--- src/rtl/cpu_plic_master.sv ---
// CPU-side PLIC master: programs the source-enable register, claims
// interrupt IDs over a simple request/ready bus, hands them to the trap
// logic and writes the completion back once the handler is done.
module cpu_plic_master #(
  parameter logic [23:0] ADDR_ENABLE = 24'h002000,
  parameter logic [23:0] ADDR_CLAIM  = 24'h200004,
  parameter int          TIMEOUT     = 255
) (
  input  logic        i_clock,
  input  logic        i_reset,
  input  logic        i_interrupt,
  input  logic [3:0]  i_enable_mask,
  input  logic        i_mask_update,
  output logic        o_request,
  output logic        o_rw,
  output logic [23:0] o_address,
  output logic [31:0] o_wdata,
  input  logic [31:0] i_rdata,
  input  logic        i_ready,
  output logic        o_irq_valid,
  output logic [2:0]  o_irq_id,
  input  logic        i_irq_taken,
  input  logic        i_complete,
  output logic        o_busy,
  output logic [7:0]  o_spurious,
  output logic        o_bus_error
);

  localparam logic [2:0] S_INIT      = 3'd0;
  localparam logic [2:0] S_IDLE      = 3'd1;
  localparam logic [2:0] S_CLAIM     = 3'd2;
  localparam logic [2:0] S_DELIVER   = 3'd3;
  localparam logic [2:0] S_WAIT_DONE = 3'd4;
  localparam logic [2:0] S_COMPLETE  = 3'd5;

  localparam int CW = (TIMEOUT < 2) ? 1 : $clog2(TIMEOUT + 1);

  logic [2:0]    state_q, state_d;
  logic          req_q, req_d;
  logic          rw_q, rw_d;
  logic [23:0]   addr_q, addr_d;
  logic [31:0]   wdata_q, wdata_d;
  logic [2:0]    id_q, id_d;
  logic [7:0]    spur_q, spur_d;
  logic          berr_q, berr_d;
  logic          pend_q, pend_d;
  logic [CW-1:0] cnt_q, cnt_d;
  logic          timeout;
  logic          claim_ok;

  // Bus timer: the last waiting cycle of a TIMEOUT-long request aborts it.
  assign timeout  = req_q && !i_ready && (cnt_q == CW'(TIMEOUT - 1));
  assign claim_ok = (i_rdata != 32'd0) && (i_rdata <= 32'd4);

  // Next-state, bus-driver and bookkeeping logic.
  always_comb begin
    state_d = state_q;
    req_d   = req_q;
    rw_d    = rw_q;
    addr_d  = addr_q;
    wdata_d = wdata_q;
    id_d    = id_q;
    spur_d  = spur_q;
    berr_d  = berr_q;
    pend_d  = pend_q;
    cnt_d   = (req_q && !i_ready && !timeout) ? cnt_q + 1'b1 : '0;

    // A mask change while busy is held until the next IDLE visit.
    if (i_mask_update && state_q != S_IDLE) pend_d = 1'b1;

    case (state_q)
      S_INIT: begin
        if (!req_q) begin
          req_d   = 1'b1;
          rw_d    = 1'b1;
          addr_d  = ADDR_ENABLE;
          wdata_d = {27'b0, i_enable_mask, 1'b0};
        end else if (i_ready) begin
          req_d   = 1'b0;
          state_d = S_IDLE;
        end else if (timeout) begin
          req_d   = 1'b0;
          berr_d  = 1'b1;
          state_d = S_IDLE;
        end
      end
      S_IDLE: begin
        if (i_mask_update || pend_q) begin
          pend_d  = 1'b0;
          state_d = S_INIT;
          req_d   = 1'b1;
          rw_d    = 1'b1;
          addr_d  = ADDR_ENABLE;
          wdata_d = {27'b0, i_enable_mask, 1'b0};
        end else if (i_interrupt) begin
          state_d = S_CLAIM;
          req_d   = 1'b1;
          rw_d    = 1'b0;
          addr_d  = ADDR_CLAIM;
          wdata_d = '0;
        end
      end
      S_CLAIM: begin
        if (!req_q) begin
          req_d   = 1'b1;
          rw_d    = 1'b0;
          addr_d  = ADDR_CLAIM;
          wdata_d = '0;
        end else if (i_ready) begin
          req_d = 1'b0;
          if (claim_ok) begin
            id_d    = i_rdata[2:0];
            state_d = S_DELIVER;
          end else begin
            if (spur_q != 8'hFF) spur_d = spur_q + 8'd1;
            state_d = S_IDLE;
          end
        end else if (timeout) begin
          req_d   = 1'b0;
          berr_d  = 1'b1;
          state_d = S_IDLE;
        end
      end
      S_DELIVER: begin
        if (i_irq_taken) state_d = S_WAIT_DONE;
      end
      S_WAIT_DONE: begin
        if (i_complete) begin
          state_d = S_COMPLETE;
          req_d   = 1'b1;
          rw_d    = 1'b1;
          addr_d  = ADDR_CLAIM;
          wdata_d = {29'b0, id_q};
        end
      end
      S_COMPLETE: begin
        if (!req_q) begin
          req_d   = 1'b1;
          rw_d    = 1'b1;
          addr_d  = ADDR_CLAIM;
          wdata_d = {29'b0, id_q};
        end else if (i_ready) begin
          req_d   = 1'b0;
          state_d = S_IDLE;
        end else if (timeout) begin
          req_d   = 1'b0;
          berr_d  = 1'b1;
          id_d    = '0;
          state_d = S_IDLE;
        end
      end
      default: begin
        state_d = S_INIT;
        req_d   = 1'b0;
      end
    endcase
  end

  // State and output registers with synchronous reset.
  always_ff @(posedge i_clock) begin
    if (i_reset) begin
      state_q <= S_INIT;
      req_q   <= 1'b0;
      rw_q    <= 1'b0;
      addr_q  <= '0;
      wdata_q <= '0;
      id_q    <= '0;
      spur_q  <= '0;
      berr_q  <= 1'b0;
      pend_q  <= 1'b0;
      cnt_q   <= '0;
    end else begin
      state_q <= state_d;
      req_q   <= req_d;
      rw_q    <= rw_d;
      addr_q  <= addr_d;
      wdata_q <= wdata_d;
      id_q    <= id_d;
      spur_q  <= spur_d;
      berr_q  <= berr_d;
      pend_q  <= pend_d;
      cnt_q   <= cnt_d;
    end
  end

  assign o_request   = req_q;
  assign o_rw        = rw_q;
  assign o_address   = addr_q;
  assign o_wdata     = wdata_q;
  assign o_irq_valid = (state_q == S_DELIVER);
  assign o_irq_id    = id_q;
  assign o_busy      = (state_q != S_IDLE);
  assign o_spurious  = spur_q;
  assign o_bus_error = berr_q;

endmodule

--- config.mk ---
export PLATFORM = sky130hd
export DESIGN_NAME = cpu_plic_master
export DESIGN_NICKNAME = d
export VERILOG_FILES = /design/src/rtl/cpu_plic_master.sv
export SDC_FILE = /design/constraint.sdc
export NUM_CORES = 1
export LEC_CHECK = 0
export CAP_MARGIN = 40
export CORE_ASPECT_RATIO = 1.5
export CORE_UTILIZATION = 35
export DETAILED_ROUTE_END_ITERATION = 16
export DONT_BUFFER_PORTS = 1
export GPL_ROUTABILITY_DRIVEN = 0
export REMOVE_ABC_BUFFERS = 1
export SLEW_MARGIN = 20
export SYNTH_ARGS = -nofsm -noshare
export SYNTH_HDL_FRONTEND = slang
export SYNTH_SLANG_ARGS = --single-unit
--- constraint.sdc ---
create_clock -name i_clock -period 1.75 [get_ports i_clock]
set_input_delay 0.175 -clock i_clock [delete_from_list [all_inputs] [get_ports i_clock]]
set_output_delay 0.175 -clock i_clock [all_outputs]
set_load 0.02 [all_outputs]
### Word level (Yosys, flattened, before mapping)

Cells that the tools add are included.

* bits in read-only memories: 0
* register bits after elaboration: 82
* memories kept: 0
* latch bits: 0
* bits of input ports: 43
* RAM bits: 0
* logic and storage cells: 112

* eq/ne operators: 23
* multiplexer cells: 46
* shift-type cells: 0
* multipliers: 0
* divide/modulo/power cells: 0
* bitwise logic cells: 4
* add/subtract/negate cells: 2
* magnitude comparators: 1
* reduce and logical (&&, ||, !) cells: 26

Operator list (number)
* 32-bit two-way mux: 6
* 32-bit one-hot mux with 5 select lines: 1
* 24-bit two-way mux: 5
* 24-bit one-hot mux with 4 select lines: 1
* 3-bit two-way mux: 15
* 32-bit by 3-bit less-or-equal comparator with 1-bit output (second input constant): 1
* 32-bit nonzero test: 1
* 2-bit inequality test (second input constant): 12
* 5-bit AND reduction: 4
* 8-bit by 1-bit adder with 8-bit output (second input constant): 2
* 3-bit one-hot mux with 5 select lines: 1
* 1-bit two-way mux: 13
* 8-bit equality test (second input constant): 1
* 8-bit inequality test (second input constant): 1
* 1-bit one-hot mux with 4 select lines: 2
* 4-bit nonzero test: 2
* 7-bit AND reduction: 1
* 3-bit by 2-bit equality test with 1-bit output (second input constant): 2
* 3-bit equality test (second input constant): 2
* 3-bit one-hot mux with 2 select lines: 1
* 6-bit AND reduction: 1
* 2-bit OR reduction: 3
* 1-bit logical AND: 5
* 5-bit nonzero test: 1
* 13 further kinds: 18

### Depth between registers and ports, before layout

* word-level depth: 7
* gate-level depth with buffers: 7

### Worst setup path after synthesis

No wires, ideal clock.

* kind: register to register
* from: register spur_q[0] (netlist: o_spurious[0])
* to: register spur_q[7] (netlist: o_spurious[7])
* path slack: 44 ps
* required time: 1679 ps
* arrival: 1636 ps
* clock period less this slack: 1706 ps
* cell stages (with the launch flop): 7
* buffers on the path: 0
* path through: dfxtp_1 ha_1 nand3_1 o2111ai_1 or3_1 or3_1 a21oi_1

* longest elaborated chain between the ends: 2
* elaborated cells on any way between the ends: 3
* classes of those cells: add/sub (1); eq/ne (1); reduce/logical (1)

RTL lines
* start: declaration: RTL line 44 `logic [7:0] spur_q, spur_d;`
* start signal: assignment: RTL line 179 `spur_q <= spur_d;`
* branches (longest 2 deep; another with 8-bit by 1-bit adder with 8-bit output)

Several ways; the timed one is not identified.
A chain may end at the register's enable or synchronous reset.

### Worst setup path in the final report

Ends and elaborated chain as after synthesis.

==> results.md <==
Outcome:
- The run finished with clean final reports.

Power and ir drop:
- In this run the static leakage power is 0.8933 nW.
- The net switching power figure is 1.107 mW.
- The clock network fraction of design power is 0.228.
- The cell-internal power is 1.639 mW.
- Of the total power, registers draw 0.382.
- In this run the power density over the cells is 1259 nW/um2.
- The maximum ir drop on the vdd rail is 0.3743 mV.
- Of the total power, the share spent switching nets is 0.4032.
- The portion of total power attributed to combinational logic is 0.389.

STA:
- The worst path in the final design needs a cycle of 1.615 ns, including I/O delays and setup.
- The total count of max-transition violations in the final report was 0.
- In the finished design, the share of the clock period the worst path needs comes to 0.9228.
- The transition time of the tightest slew-check pin is 0.7501 ns.
- The total count of hold-check failures in the final report was 0.
- Timing would allow up to 619.2 MHz.
- For the final database, setup skew stands at 0.005825 ns.
- Setup repair after global routing left no endpoint under its margin.
- Setup violations remaining at the end of the flow were counted as 0.
- The relative max-transition margin is 0.4983.

Yosys:
- After technology mapping, the gate count stands at 258.
- The number of flops mapped to enable cells by yosys is 0.
- The cell area after synthesis is 2049 um2.
- The share of the yosys chip area belonging to registers is 0.3223.
- The per-instance average area after synthesis is 7.944 um2.
- Among all flip-flop cells after synthesis, the most frequent one is dfxtp_1.
- The cell accounting for the most synthesized area is dfxtp_1.
- The multiplexer fraction of the synthesized cell area is 0.01526.
- The fraction of the mapped netlist area in adder cells is 0.01832.
- The flop and latch count out of synthesis is 33.
- Counting flops with an async set or reset pin after synthesis yields a share of 0.
- The fraction of the mapped netlist area in compound gates is 0.1484.
- Of the total synthesized cell area, the portion taken by AND, OR, NAND and NOR gates is 0.2497.
- Of the post-synthesis cell area, the dominant cell type holds 0.3223.
- The xor and xnor area share after synthesis is 0.02991.
- By area the synthesized netlist is led by dfxtp_1, buf_4, nor2_1, nand3_1, a21oi_1.
- The count of cell types in the netlist is 47.
- By area, the combinational part of the netlist is dominated by simple AND/OR/NAND/NOR gates.
- The synthesis warning total is 0.

Routing:
- The number of remaining DRC errors is 0.
- The via count of the routed design is 1724.
- Dividing the detail-routed wire length by the instance count gives 12.86 um.
- The via density per instance is 4.968.
- The final wirelength is 4461 um.
- The number of detailed-routing iterations run before antenna repair is 4.
- The number of antenna-violating nets in the routed design is 0.
- The number of DRC violations after detailed-routing iteration 0 is 35.

Critical path:
- The beginning of the worst register-to-register path is o_spurious[0].
- The worst setup path is of the reg2reg kind.
- The worst reg-to-reg setup slack is 0.14 ns.
- In this run the worst path has a maximum fanout of 2.
- The category of the worst setup path launch point is a flop.
- In this run the critical register-to-register path is captured at o_spurious[7].
- The critical path arrival is 1.83 ns.
- STA puts the critical path data required time at 1.96 ns.
- Measured in cells, the most critical reg-to-reg path has a length of 6.
- The nature of the critical path endpoint is a flop.

CTS:
- Clock latency on the worst-skew pair, taken at its later pin, is 0.29 ns.
- The maximum count of clock buffers along a single path is 2.
- CTS saw 33 sinks.
- TritonCTS built the clock tree.
- The number of levels in the clock H-tree is 2.
- Counting the buffers created by CTS gives 5.
- After clock tree synthesis, the clock-pin slew on the worst setup and hold paths is 0.06 ns.
- The number of setup buffers added after CTS is 0.
- In this run the clock root is driven by a clkbuf_8.

Floorplanning:
- The die is 95.72 um tall.
- Row generation in the floorplan step produced 33 rows.
- The floorplan step set the die width to 64.48 um.
- The total core area is 5574 um2.
- The count of boundary I/O pins is 115.
- The initial standard-cell utilization of the core is 0.3677.
- The die covers 6172 um2.

Global routing:
- After global routing, the most crowded layer is met2.
- The initial antenna violation count was 0.
- The overall global routing resource usage is 0.1517.
- The met2 layer usage reported by global route is 0.2614.
- The wire length of the first global-routing pass is 7134 um.
- In the global route stage, met1 resource usage came out at 0.1596.
- Entering global routing, the biggest net connects 19 pins.
- The met3 layer usage reported by global route is 0.06161.
- The number of global-route vias before repair is 1577.
- The global-route congestion overflow total is 0.

Layout:
- The filler-free cell count of the finished design is 347.
- The finished layout cell area is 2182 um2.
- Of the cells placed in the final design, the portion with a size suffix greater than 1 is 0.1372.
- In the final design database the tool counted 322 nets.
- The area growth from synthesis to layout is 6.471%.
- The layout has 609 filler cells.
- The diode insertion count for antenna repair is 0.

Placement:
- The detailed placement HPWL is 3450 um.
- In this run, placement finished with an instance count of 338.
- The count of input and output buffers is 0.
- In this run the cell area measured after placement is 2062 um2.

Hold path:
- In this run the most critical hold path is launched from i_rdata[2].
- The class of the tightest hold or removal check is in2reg.
- The path with the worst hold slack has its endpoint at o_irq_id[2].
- The worst hold path passes through 2 cells.

Run:
- The number of max-cap violations is 0.
kinds of logic (layout without fill, tap and decap cells):
logic type	after synthesis	count (layout)
xor+xnor	7	7
compound gates	45	45
flops	33	33
other cells	1	48
simple gates	100	100
mux	3	3
fa+ha+maj	3	3
buf+inv	66	38
state kept, by name, summed over array words and instances (netlist names):
register     flops
o_spurious       8
o_bus_error      1
o_request        1
o_rw             1
cnt_q            8
o_wdata          5
o_irq_id         3
pend_q           1
o_address        2
state_q          3
worst max path at each step:
| stage | end | depth (start not counted) | from |
|---|---|---|---|
| 6_report | o_spurious[7] | 6 | o_spurious[0] |
| 5_1_grt | o_irq_valid | 4 | state_q[1] |
| 4_1_cts | o_wdata[2] | 6 | state_q[2] |
| 3_5_place_dp | o_wdata[2] | 6 | state_q[2] |
| 3_3_place_gp | o_wdata[1] | 6 | state_q[2] |
| 2_1_floorplan | o_spurious[7] | 6 | o_spurious[0] |
metal layers:
metal  vias up  wire length (um)
li1        847                 -
met1       788              1748
met2        81              2230
met3         8               389
met4         0                91
met5         -                 0
critical path, stage by stage (launching register included):
cell       delay (ns)
dfxtp_1          0.31
ha_1             0.20
nand3_1          0.08
o2111ai_1        0.13
or3_1            0.38
or3_1            0.31
a21oi_1          0.14
Yosys cell counts, types with 5 or more instances:
master,instances
inv_1,8
xor2_1,5
nor3_1,7
a21oi_1,14
nand2_1,17
buf_4,49
buf_2,6
nand4_1,6
dfxtp_1,33
nor4_1,6
o21ai_0,6
nand3_1,15
nor2_1,25
power by group through the flow:
stage	sequential (mW)	clock (mW)	combinational (mW)
after floorplan	1.09	0	0.660
after global placement	1.06	0	1.03
after detailed placement	1.06	0	1.04
after CTS	1.05	0.651	1.05
after global routing	1.07	0.688	1.19
final	1.05	0.627	1.07
cells in the final DEF, fill, tap and decap left out, types with 2 or more instances in the layout:
cell type and instances:
nand3_1 15, nor3b_1 2, ha_1 3, or4_1 4, inv_1 8, conb_1 48, clkbuf_8 7, and4_1 2
mux2i_1 2, nor3_1 7, o21ai_0 6, buf_4 21, or3_1 3, nor2b_1 2, a31oi_1 3, and2_1 4
nand2_1 17, nor4_1 6, dfxtp_1 32, o31ai_1 4, nand4_1 6, a22oi_1 3, o2111ai_1 2, and3_1 2
xnor2_1 2, nor2_1 25, xor2_1 5, a21oi_1 14
what timing repair did:
item / in CTS / in global routing
resized for setup: 1 / 2
endpoints found under the setup margin: 1 / 7
hold buffers: 1 / 0
hold endpoints to repair: 18 / 0
metrics by stage:
stage | hold slack (ns) | total power, mW | setup TNS [ns] | setup slack [ns] | util
floorplan | 0.2441 | 1.751 | -0.3933 | -0.1800 | -
global placement | 0.2483 | 2.088 | 0 | 0.1689 | 0.3699
detailed placement | 0.2487 | 2.102 | 0 | 0.1379 | 0.3699
CTS | 0.01865 | 2.750 | 0 | 0.1088 | 0.3901
global route | 0.01822 | 2.948 | 0 | 0.01862 | 0.3915
finish | 0.02531 | 2.747 | 0 | 0.1350 | 0.3915
area by class of cell:
cell class	instances	area, um2	area share
flip-flops and latches	33	661.9	0.3033
well taps	70	87.58	0.04014
multi-input cells	206	1134	0.5195
clock buffers	7	96.34	0.04415
repair buffers	22	167.7	0.07684
clock inverters	1	5.005	0.002294
inverters	8	30.03	0.01376
(Power assumes the default switching activity.)
